$ cat config.mk
export PLATFORM = sky130hd
export DESIGN_NAME = frame_receiver
export DESIGN_NICKNAME = d
export VERILOG_FILES = /design/src/rtl/frame_receiver.sv
export SDC_FILE = /design/constraint.sdc
export NUM_CORES = 1
export LEC_CHECK = 0
export CAP_MARGIN = 30
export CELL_PAD_IN_SITES_DETAIL_PLACEMENT = 0
export CELL_PAD_IN_SITES_GLOBAL_PLACEMENT = 1
export CORE_MARGIN = 3
export CORE_UTILIZATION = 25
export DETAILED_ROUTE_END_ITERATION = 12
export DONT_BUFFER_PORTS = 1
export GPL_ROUTABILITY_DRIVEN = 0
export PLACE_DENSITY = 0.46
export REMOVE_ABC_BUFFERS = 1
export SLEW_MARGIN = 20
export SYNTH_ARGS = -nofsm -noshare
export SYNTH_HDL_FRONTEND = slang
export SYNTH_SLANG_ARGS = --single-unit
$ cat constraint.sdc
create_clock -name clk -period 7.8 [get_ports clk]
set_input_delay 0.78 -clock clk [delete_from_list [all_inputs] [get_ports clk]]
set_output_delay 0.78 -clock clk [all_outputs]
set_load 0.01 [all_outputs]
$ cat src/rtl/frame_receiver.sv
// frame_receiver
//   Receive-side framer. Hunts the byte stream for the 48-bit MAGIC word,
//   captures the following frame_length 16-bit payload words into a word
//   buffer and holds them until the consumer releases them with frame_ack.
//   A frame that arrives while the buffer is still held is consumed and
//   dropped.
//
//   Optional build macro FRAME_RECEIVER_CHECKSUM_EN: each frame carries a
//   trailer word equal to the mod-2^16 sum of its payload words. A captured
//   frame with a bad trailer pulses checksum_err and is not flagged ready.
//   Without the macro no trailer is expected and checksum_err is tied low.
//
// Ports
//   clk, rst        system clock, asynchronous active-high reset
//   rxd, rxd_valid  received byte and its qualifier
//   read_addr       buffer word address (>= frame_length reads as 0)
//   read_data       buffer word, registered, one cycle after read_addr
//   frame_ready     a complete frame is held in the buffer
//   frame_ack       consumer release pulse
//   busy            payload capture in progress
//   frame_complete  pulse when a frame becomes ready
//   frame_drop      pulse when a frame is discarded
//   frame_count     accepted frames, wrapping
//   checksum_err    pulse on trailer mismatch
//
// state   | meaning
// HUNT    | shifting valid bytes through the magic window
// CAPTURE | storing payload (and trailer) bytes into the buffer
// DISCARD | buffer held by consumer, skipping the whole frame
module frame_receiver #(
  parameter int          frame_length = 4,
  parameter logic [47:0] MAGIC        = 48'hF6F6F6282828
) (
  input  logic        clk,
  input  logic        rst,
  input  logic [7:0]  rxd,
  input  logic        rxd_valid,
  input  logic [7:0]  read_addr,
  output logic [15:0] read_data,
  output logic        frame_ready,
  input  logic        frame_ack,
  output logic        busy,
  output logic        frame_complete,
  output logic        frame_drop,
  output logic [15:0] frame_count,
  output logic        checksum_err
);

  localparam int         AW        = (frame_length > 1) ? $clog2(frame_length) : 1;
  localparam logic [8:0] LAST_BYTE = 9'(2 * frame_length - 1);

  typedef enum logic [1:0] {HUNT, CAPTURE, DISCARD} state_t;

  state_t        state;
  // Only the five previous bytes are stored; the incoming byte completes
  // the 48-bit window, so the match is on the value after the shift.
  logic [39:0]   shift_reg;
  logic [47:0]   window;
  logic [8:0]    byte_cnt;
  logic [7:0]    hi_byte;
  logic          trailer;
  logic          phase_last;
  logic [15:0]   rx_word;
  logic          wr_en;
  logic [AW-1:0] wr_addr;
  logic [15:0]   wr_data;
  logic          done_pend;
  logic [15:0]   buf_mem [frame_length];
`ifdef FRAME_RECEIVER_CHECKSUM_EN
  logic [15:0]   sum;
`endif

  assign window     = {shift_reg, rxd};
  assign rx_word    = {hi_byte, rxd};
  // byte_cnt restarts at 0 for the two trailer bytes
  assign phase_last = trailer ? (byte_cnt == 9'd1) : (byte_cnt == LAST_BYTE);

`ifndef FRAME_RECEIVER_CHECKSUM_EN
  assign checksum_err = 1'b0;
`endif

  always_ff @(posedge clk or posedge rst) begin
    if (rst) begin
      state          <= HUNT;
      shift_reg      <= '0;
      byte_cnt       <= '0;
      hi_byte        <= '0;
      trailer        <= 1'b0;
      wr_en          <= 1'b0;
      wr_addr        <= '0;
      wr_data        <= '0;
      done_pend      <= 1'b0;
      frame_ready    <= 1'b0;
      busy           <= 1'b0;
      frame_complete <= 1'b0;
      frame_drop     <= 1'b0;
      frame_count    <= '0;
`ifdef FRAME_RECEIVER_CHECKSUM_EN
      sum            <= '0;
      checksum_err   <= 1'b0;
`endif
    end else begin
      frame_complete <= 1'b0;
      frame_drop     <= 1'b0;
      wr_en          <= 1'b0;
      done_pend      <= 1'b0;
`ifdef FRAME_RECEIVER_CHECKSUM_EN
      checksum_err   <= 1'b0;
`endif
      // Completion lands together with the last buffer write, and a new
      // frame wins over a release sampled on the same edge.
      if (done_pend) begin
        frame_ready    <= 1'b1;
        frame_complete <= 1'b1;
        frame_count    <= frame_count + 16'd1;
        busy           <= 1'b0;
      end else if (frame_ack) begin
        frame_ready <= 1'b0;
      end

      if (rxd_valid) begin
        case (state)
          HUNT: begin
            shift_reg <= window[39:0];
            if (window == MAGIC) begin
              byte_cnt <= '0;
              trailer  <= 1'b0;
`ifdef FRAME_RECEIVER_CHECKSUM_EN
              sum      <= '0;
`endif
              if (frame_ready) begin
                state <= DISCARD;
              end else begin
                state <= CAPTURE;
                busy  <= 1'b1;
              end
            end
          end
          CAPTURE: begin
            byte_cnt <= byte_cnt + 9'd1;
            if (!byte_cnt[0]) begin
              hi_byte <= rxd;
            end else if (!trailer) begin
              wr_en   <= 1'b1;
              wr_addr <= byte_cnt[AW:1];
              wr_data <= rx_word;
`ifdef FRAME_RECEIVER_CHECKSUM_EN
              sum     <= sum + rx_word;
`endif
            end
            if (phase_last) begin
`ifdef FRAME_RECEIVER_CHECKSUM_EN
              if (!trailer) begin
                trailer  <= 1'b1;
                byte_cnt <= '0;
              end else begin
                shift_reg <= '0;
                state     <= HUNT;
                if (rx_word == sum) begin
                  done_pend <= 1'b1;
                end else begin
                  checksum_err <= 1'b1;
                  busy         <= 1'b0;
                end
              end
`else
              shift_reg <= '0;
              state     <= HUNT;
              done_pend <= 1'b1;
`endif
            end
          end
          DISCARD: begin
            byte_cnt <= byte_cnt + 9'd1;
            if (phase_last) begin
`ifdef FRAME_RECEIVER_CHECKSUM_EN
              if (!trailer) begin
                trailer  <= 1'b1;
                byte_cnt <= '0;
              end else begin
                frame_drop <= 1'b1;
                shift_reg  <= '0;
                state      <= HUNT;
              end
`else
              frame_drop <= 1'b1;
              shift_reg  <= '0;
              state      <= HUNT;
`endif
            end
          end
          default: state <= HUNT;
        endcase
      end
    end
  end

  // Buffer contents survive reset.
  always_ff @(posedge clk) begin
    if (wr_en) buf_mem[wr_addr] <= wr_data;
  end

  always_ff @(posedge clk or posedge rst) begin
    if (rst) begin
      read_data <= '0;
    end else if (int'(read_addr) < frame_length) begin
      read_data <= buf_mem[read_addr[AW-1:0]];
    end else begin
      read_data <= '0;
    end
  end

endmodule
* Word-level counts from Yosys, hierarchy flattened
Memory sizes are Yosys's and may differ from the RTL's.
Index checks and enable logic that the tools add are counted.
** Storage, ports and cells
- Flip-flop bits (word level) :: 115
- Logic and storage cells :: 61
- Memories kept :: 1
- RAM bits :: 64
- Memory bits (read-only) :: 0
- Output and inout bits :: 37
- Latch bits :: 0
** Cells by class
- $add $sub $neg :: 2
- Divide/modulo/power cells :: 0
- Shifts and indexed selects :: 0
- Equal/unequal tests :: 6
- Multipliers :: 0
- $lt $le $gt $ge :: 1
- Bitwise logic cells :: 1
- Reductions and logical operators :: 9
- Mux-type cells :: 27
** Memories
- buf_mem :: depth 4, width 16, read ports 1, clocked after memory_dff 0, wr ports 1, line 68 : logic [15:0] buf_mem [frame_length];
** Operator list (count)
- one-hot mux 40 bit (2 select lines) :: 1
- equality test 48 bit, second input constant :: 1
- two-way mux 40 bit :: 1
- two-way mux 1 bit :: 18
- one-hot mux 9 bit (2 select lines) :: 1
- adder 16 x 1 -> 16 bit, second input constant :: 1
- two-way mux 16 bit :: 1
- AND reduction 3 bit :: 5
- adder 9 x 1 -> 9 bit, second input constant :: 1
- equality test 9 x 3 -> 1 bit, second input constant :: 1
- two-way mux 9 bit :: 1
- < comparator 8 x 3 -> 1 bit, second input constant :: 1
- two-way mux 2 bit :: 3
- one-hot mux 2 bit (2 select lines) :: 1
- nonzero test 2 bit :: 2
- equality test 2 x 1 -> 1 bit, second input constant :: 1
- equality test 2 bit, second input constant :: 1
- zero test 2 bit :: 1
- inequality test 2 x 1 -> 1 bit, second input constant :: 1
- inequality test 2 bit, second input constant :: 1
- OR reduction 2 bit :: 1
- NOT 1 bit :: 1

* Longest topological paths before layout
Gate-level depths: netlist of run 1.
- Depth in word-level cells :: 5
- Gate-level depth with buffers :: 8
- Mapped depth without buffers :: 6

* Worst setup path before layout of run 1
Ideal clock, no wire load.
- Path type :: input -> register
- Start point :: input rxd[6]
- End point :: register byte_cnt[7]
- Library setup time :: 126 ps
- Path slack :: 5557 ps
- Arrival :: 2117 ps
- Stages :: 5
- Data required time :: 7674 ps
- Cell sequence :: nor4bb_1 > nand4_1 > o31ai_4 > nand2b_1 > a221o_1
** Between the ends
- Cells in the longest elaborated chain, start to end :: 3
** Ends and longest elaborated chain
- from (decl) :: line 36 : input logic [7:0] rxd,
- equality test 48 bit :: line 125 : if (window == MAGIC) begin
- inequality test 2 bit (no source line)
- AND reduction 3 bit (no source line)
- to (signal assigned) :: line 140 : byte_cnt <= byte_cnt + 9'd1;
- to (signal assigned) :: line 174 : byte_cnt <= byte_cnt + 9'd1;
- to (decl) :: line 59 : logic [8:0] byte_cnt;
No other way between the ends.
A chain may end at the register's enable or synchronous reset.

* Worst setup path after layout of run 1
- Start point :: register byte_cnt[4]
- End point :: register shift_reg[2]
** Between the ends
- Cells in the longest elaborated chain, start to end :: 3
** Ends and longest elaborated chain
- equality test 9 x 3 -> 1 bit :: line 76 : assign phase_last = trailer ? (byte_cnt == 9'd1) : (byte_cnt == LAST_BYTE);
- inequality test 2 x 1 -> 1 bit (no source line)
- AND reduction 3 bit (no source line)
- to (signal assigned) :: line 124 : shift_reg <= window[39:0];
- to (decl) :: line 57 : logic [39:0] shift_reg;
No other way between the ends.

==> results of run 1 <==
[cell usage after synthesis (2+ instances only)]
| library cell | count | area (um^2) |
|---|---|---|
| edfxtp_1 | 64 | 1920 |
| xor2_1 | 8 | 70.1 |
| o21ai_0 | 7 | 35.0 |
| nor4b_1 | 7 | 61.3 |
| buf_1 | 2 | 7.51 |
| a22o_1 | 42 | 368 |
| nor2_1 | 13 | 48.8 |
| nand4_1 | 12 | 75.1 |
| nor3_1 | 8 | 40.0 |
| ha_1 | 5 | 62.6 |
| buf_6 | 5 | 56.3 |
| or4_1 | 2 | 15.0 |
| nor4_1 | 3 | 18.8 |
| nand3b_1 | 2 | 15.0 |
| nor4bb_1 | 6 | 60.1 |
| mux2_2 | 28 | 315 |
| and3_1 | 20 | 125 |
| o311ai_1 | 2 | 17.5 |
| a32o_1 | 3 | 30.0 |
| dfrtp_1 | 115 | 2880 |
| and3_2 | 2 | 15.0 |
| a221o_1 | 2 | 20.0 |
| nand2_1 | 12 | 45.0 |
| nand2b_1 | 2 | 12.5 |
| buf_2 | 2 | 10.0 |
| nand3_1 | 11 | 55.1 |
| xnor2_1 | 7 | 61.3 |
| and4b_1 | 4 | 40.0 |
| mux4_2 | 16 | 360 |
| clkbuf_1 | 10 | 37.5 |
| inv_1 | 10 | 37.5 |
[area by class of cell]
class	count	area [um^2]	area share (%)
clock buffer	17	425	5.17
clock inverter	15	201	2.45
inverter	10	40.0	0.487
multi-input combinational	242	2160	26.2
sequential	179	4800	58.3
tap	378	473	5.75
timing repair buffer	10	129	1.57
[cells by family (layout without fill, tap and decap cells)]
kind of cell,count (synthesis),after routing,synth area share (%)
adder cells (fa/ha/maj),5,5,0.882
XOR/XNOR,15,15,1.85
AO/OA/AOI/OAI,64,64,7.71
AND/OR/NAND/NOR,111,111,9.77
buffers and inverters,30,52,2.20
other,1,1,0.0529
flip-flops,179,179,67.7
multiplexers,46,46,9.88
[per-layer routing]
metal / vias up / part of all wire (%)
li1: 1762 / -
met1: 2026 / 48
met2: 65 / 46
met3: 15 / 4.8
met4: 0 / 1.1
met5: - / 0
[through the flow]
step | utilization (%) | cell area, um^2 | power, mW
2_1_floorplan | - | 6980 | 1.08
3_3_place_gp | 26.9 | 7490 | 1.10
3_5_place_dp | 27.1 | 7550 | 1.11
4_1_cts | 29.4 | 8180 | 1.99
5_1_grt | 29.5 | 8230 | 2.03
6_report | 29.5 | 8230 | 1.95
[path summary, 6_finish.rpt]
check                             endpoint  depth (start not counted)   startpoint
setup / recovery              shift_reg[2]                          5  byte_cnt[4]
hold / removal             frame_count[15]                          1          rst
setup reg to reg              shift_reg[2]                          5  byte_cnt[4]
hold reg to reg                wr_data[11]                          1   hi_byte[3]
max in group asynchronous    shift_reg[32]                          3          rst
min in group clk               frame_ready                          1    frame_ack
[power breakdown]
part	switching [mW]	leakage, nW	internal, mW
clock network	0.430	0.293	0.439
registers	0.0295	1.98	0.994
logic	0.0291	0.913	0.0324
[worst max-delay path, cell delays in order, from the launching register on]
cell and delay (ns):
dfrtp_1 0.44, or4_1 0.55, nor4_2 0.40, mux2_4 0.26, nand2_4 0.25, a22o_1 0.33
==> out/results.tsv, run 1 <==
stage	metric	value	unit
run_status	status	finished, final reports clean	
grt	grt_max_degree	58	
cts	hold_buffers	0	
layout	fin_cells	851	
grt	grtUsageMet2	15.7	%
setup_path	cp_max_fo	40	
sta	slew_viol_final	0	
cts	cts_made_buffers	17	
sta	fin_ws	5.43	ns
grt	antenna_found_initial	0	
grt	grt_util_met1	14.0	%
layout	mostFrequentLayoutCells	dfrtp_1 (115), edfxtp_1 (64), a22o_1 (42), mux2_2 (28), and3_1 (20)	
cts	clock_sinks	179	
sta	slew_headroom	58.9	%
cts	post-cts-setup-buffers	0	
setup_path	reg2reg_setup_slack	5.43	ns
min_path	min_path_type	input pin to async pin	
grt	busiest_layer	met2	
layout	diodes	0	
placed_design	dp_hpwl	9.97	mm
routing	viasPerCell	4.55	
layout	largest_reg_flops	64	
layout	fillers	2797	
floorplan	dieHeight	174	um
floorplan	die_w	174	um
logic_synthesis	synthFlopType	dfrtp_1	
sta	hold_viol	0	
placed_design	pre_cts_ws	5.30	ns
floorplan	start_util	25.5	%
logic_synthesis	synthArstFlopShare	64.2	%
logic_synthesis	syn_area	7090	um^2
cts	postCtsResizedCells	0	
sta	post-route-min-period	2.37	ns
routing	drc	0	
setup_path	startpoint_type	flop	
grt	use_met3	2.91	%
logic_synthesis	synth_area_per_cell	15.7	um^2
logic_synthesis	seq_area_frac_synth	67.7	%
floorplan	die-area	30400	um^2
grt	grt_first_pass_wirelength	24.0	mm
cts	tritoncts	done	
grt	track_usage	10.2	%
sta	fmax	0.422	GHz
power_and_ir_drop	irDropWorstVdd	0.119	mV
sta	skew	0.0165	ns
cts	clk_pin_slew	0.08	ns
layout	nets	485	
routing	drt-total-wl	15.0	mm
sta	worst_pin_slew	0.616	ns
grt	grt_remaining_overflow	0	
routing	vias	3868	
grt	grt_pass1_vias	3972	
logic_synthesis	synth_warnings	0	
layout	final_common_cell	dfrtp_1	
layout	drive_gt1_share	20.7	%
cts	cts_max_level	4	
sta	timing.hold.ws	0.249	ns
logic_synthesis	syn_inst	451	
sta	setup_viol	0	
routing	firstDrtPassIters	4	
power_and_ir_drop	p_per_area	237	nW/um^2
cts	cts_root_buffer	clkbuf_16	
routing	drtIter0Drc	247	
setup_path	cp.arrival	2.68	ns
logic_synthesis	synth_edf_count	64	
layout	synthToLayoutAreaGrowth	16.0	%
logic_synthesis	ys_types	50	
sta	rsz0062_at_grt	false	
cts	clock_latency	0.43	ns
routing	drt-wirelength-per-cell	17.6	um
cts	clockBufferDepth	2	
setup_path	path_class	flop to flop	
placed_design	dpl.cell_count	815	
job	max-cap-violations	0	
placed_design	io_buffers	0	
sta	setup_tns	0	ns
logic_synthesis	ys_ff_latch	179	
floorplan	num_io_pins	57	
floorplan	core.rowCount	61	
floorplan	core_area	27900	um^2
sta	period_share	30.4	%
routing	ant_nets	0	
setup_path	cp-end-kind	flop	
setup_path	cp.required	8.11	ns
power_and_ir_drop	p_leak	3.18	nW
No activity file was read; power rests on OpenSTA's default activity.
==> run 2: changes to the inputs <==
--- a/config.mk
+++ b/config.mk
@@ -13,7 +13,7 @@
 export DETAILED_ROUTE_END_ITERATION = 12
 export DONT_BUFFER_PORTS = 1
 export GPL_ROUTABILITY_DRIVEN = 0
-export PLACE_DENSITY = 0.46
+export PLACE_DENSITY = 0.48
 export REMOVE_ABC_BUFFERS = 1
 export SLEW_MARGIN = 20
 export SYNTH_ARGS = -nofsm -noshare
==> constraint.sdc (replaced) <==
create_clock -name clk -period 1.9 [get_ports clk]
set_input_delay 0.19 -clock clk [delete_from_list [all_inputs] [get_ports clk]]
set_output_delay 0.19 -clock clk [all_outputs]
set_load 0.01 [all_outputs]
==> run 2 against run 1 <==
Effect of this change: the run now ends with negative hold slack, negative setup slack left; die area unchanged; sequential share of layout area fell by 5.7 points; register-to-register slack got worse by 5.6 ns; first-iteration DRC count grew 5.7%; clock power grew to 4.1 times the previous value; largest cell class unchanged.
==> out/results.tsv, run 2 (synthesis gave the netlist of run 1 again) <==
stage	metric	value	unit	change
setup_path	worst_path_max_delay_cell	dfrtp_1		
setup_path	reg2reg_setup_slack	-0.20	ns	-5.63 ns
sta	fin_ws	-0.196	ns	-5.63 ns
setup_path	slowest_delay	0.42	ns	-0.13 ns
routing	drt-total-wl	16.4	mm	+9.5%
routing	drc	0		unchanged
sta	worst_pin_slew	0.605	ns	-0.0111 ns
min_path	hold_depth	1		
routing	drtIter0Drc	261		+5.7%
power_and_ir_drop	p_leak	3.70	nW	+16%
sta	hold_viol	3		+3
floorplan	core.rowCount	61		unchanged
sta	slew_viol_final	0		unchanged
cts	clock_sinks	179		unchanged
grt	track_usage	11.0	%	+0.90 points
routing	firstDrtPassIters	5		+1
placed_design	dpl.cell_count	885		+8.6%
placed_design	dp_hpwl	10.7	mm	+6.9%
setup_path	cp_max_fo	5		-88%
sta	skew	0.0151	ns	-0.00143 ns
sta	setup_tns	-3.15	ns	-3.15 ns
cts	cts_made_buffers	17		unchanged
setup_path	cp.required	2.20	ns	-5.91 ns
sta	timing.hold.ws	-0.0971	ns	-0.346 ns
setup_path	r2r-end	byte_cnt[7]		
job	max-cap-violations	0		unchanged
setup_path	r2r_cells	8		+3
layout	diodes	0		unchanged
min_path	min_from	rxd[4]		
floorplan	core_area	27900	um^2	unchanged
layout	synthToLayoutAreaGrowth	28.6	%	
routing	drt-wirelength-per-cell	17.5	um	-0.66%
layout	fin_cells	938		+10%
grt	grt_pass1_vias	4538		+14%
cts	cts_max_level	4		unchanged
setup_path	cp.arrival	2.40	ns	-0.28 ns
layout	finalInstanceArea	9130	um^2	+11%
layout	nets	572		+18%
sta	setup_viol	51		+51
grt	grt_first_pass_wirelength	26.0	mm	+8.5%
run_status	status	finished, violations left		
grt	grt_remaining_overflow	0		unchanged
power_and_ir_drop	p_per_area	912	nW/um^2	+280%
setup_path	path_class	flop to flop		
sta	period_share	110	%	+80 points
floorplan	die_w	174	um	unchanged
floorplan	start_util	25.5	%	unchanged
routing	ant_nets	0		unchanged
floorplan	die-area	30400	um^2	unchanged
placed_design	io_buffers	0		unchanged
setup_path	cp_common_cell	buf_4		
min_path	min_path_type	input pin to flop		
cts	clockBufferDepth	2		unchanged
power_and_ir_drop	irDropWorstVdd	0.418	mV	+250%
layout	drive_gt1_share	34.1	%	+13 points
setup_path	crit_chain	nor4bb_4, buf_4, nand4_1, buf_4, o31ai_4, buf_4, nand2b_4, a221o_1		
layout	fillers	2717		-2.9%
layout	final_common_cell	dfrtp_1		
routing	viasPerCell	4.53		-0.29%
grt	antenna_found_initial	0		unchanged
grt	grt_max_degree	46		-21%
layout	multi_input_area	2290	um^2	+6.1%
setup_path	timing.rr.start	shift_reg[19]		
setup_path	cp-end-kind	flop		
layout	mostFrequentLayoutCells	dfrtp_1 (115), buf_4 (76), edfxtp_1 (64), a22o_1 (42), mux2_2 (28)		
sta	fmax	0.477	GHz	+13%
cts	clk_pin_slew	0.08	ns	about the same
setup_path	crit_start	shift_reg[19]		
cts	tritoncts	done		
setup_path	cp-endpoint	byte_cnt[7]		
floorplan	dieHeight	174	um	unchanged
floorplan	num_io_pins	57		unchanged
run_status	violations	negative hold slack, negative setup slack		
cts	clock_latency	0.43	ns	about the same
cts	cts_root_buffer	clkbuf_16		
placed_design	placed_area	8100	um^2	+7.2%
layout	regArea	4800	um^2	unchanged
setup_path	startpoint_type	flop		
layout	largest_reg_flops	64		unchanged
sta	rsz0062_at_grt	true		
sta	post-route-min-period	2.10	ns	-0.272 ns
routing	vias	4251		+9.9%
sta	slew_headroom	59.7	%	+0.78 points
==> run 2: cell types whose count changed in the layout (fill, tap and decap cells not counted), sizes merged <==
cell,delta
dlygate4sd3,+10
clkinvlp,-1
clkinv,-2
clkbuf,+2
buf,+75
inv,+3
==> run 2: timing repair <==
item                       4_1_cts  5_1_grt
resized for setup               17       13
pin swaps                       20       45
hold endpoints to repair        74       10
setup buffers                    4        4
cloned                           2        2
hold buffers                     9        1
setup endpoints to repair       52       53
==> run 2: power by group <==
part / total, mW / switching (mW) / internal (mW)
Sequential: 4.15 / 0.0689 / 4.08
Clock: 3.59 / 1.78 / 1.81
Combinational: 0.584 / 0.251 / 0.333
Total: 8.32 / 2.10 / 6.22
==> run 2: area by class of cell <==
| cell class | instances | share of cell area [%] |
|---|---|---|
| clock buffer | 17 | 4.66 |
| timing repair buffer | 97 | 9.85 |
| clock inverter | 15 | 2.17 |
| multi-input combinational | 242 | 25.1 |
| inverter | 10 | 0.439 |
| tap | 378 | 5.18 |
| sequential | 179 | 52.6 |
==> run 2: critical path, delay by kind of cell (launching register included) <==
kind | cells | cell delay, ns
AOI/OAI and AO/OA | 2 | 0.59
buffers and inverters | 3 | 0.50
and+or+nand+nor | 3 | 0.46
DFF | 1 | 0.42
==> run 2: worst min path at each step <==
stage	slack, ns	to
2_1_floorplan	0.29	frame_ready
3_3_place_gp	0.18	frame_count[15]
3_5_place_dp	0.18	frame_count[14]
4_1_cts	-0.12	shift_reg[4]
5_1_grt	-0.12	shift_reg[4]
6_report	-0.1	shift_reg[4]
==> run 2: metal layers <==
metal / global-route usage [%] / part of all wire (%) / up-vias
met3: 2.97 / 4.7 / 16
li1: - / - / 1937
met4: 2.98 / 0.91 / 0
met5: 0 / 0 / -
met1: 14.5 / 46 / 2202
met2: 18.2 / 48 / 96
==> run 2: per-stage QoR <==
step | util, % | hold slack [ns] | total power [mW] | setup WS [ns]
floorplan | - | 0.286 | 4.43 | -1.33
global placement | 29.1 | 0.184 | 4.72 | -0.354
detailed placement | 29.1 | 0.184 | 4.72 | -0.375
CTS | 32.2 | -0.119 | 8.42 | -0.162
global route | 32.8 | -0.117 | 8.70 | -0.322
finish | 32.8 | -0.0971 | 8.32 | -0.196
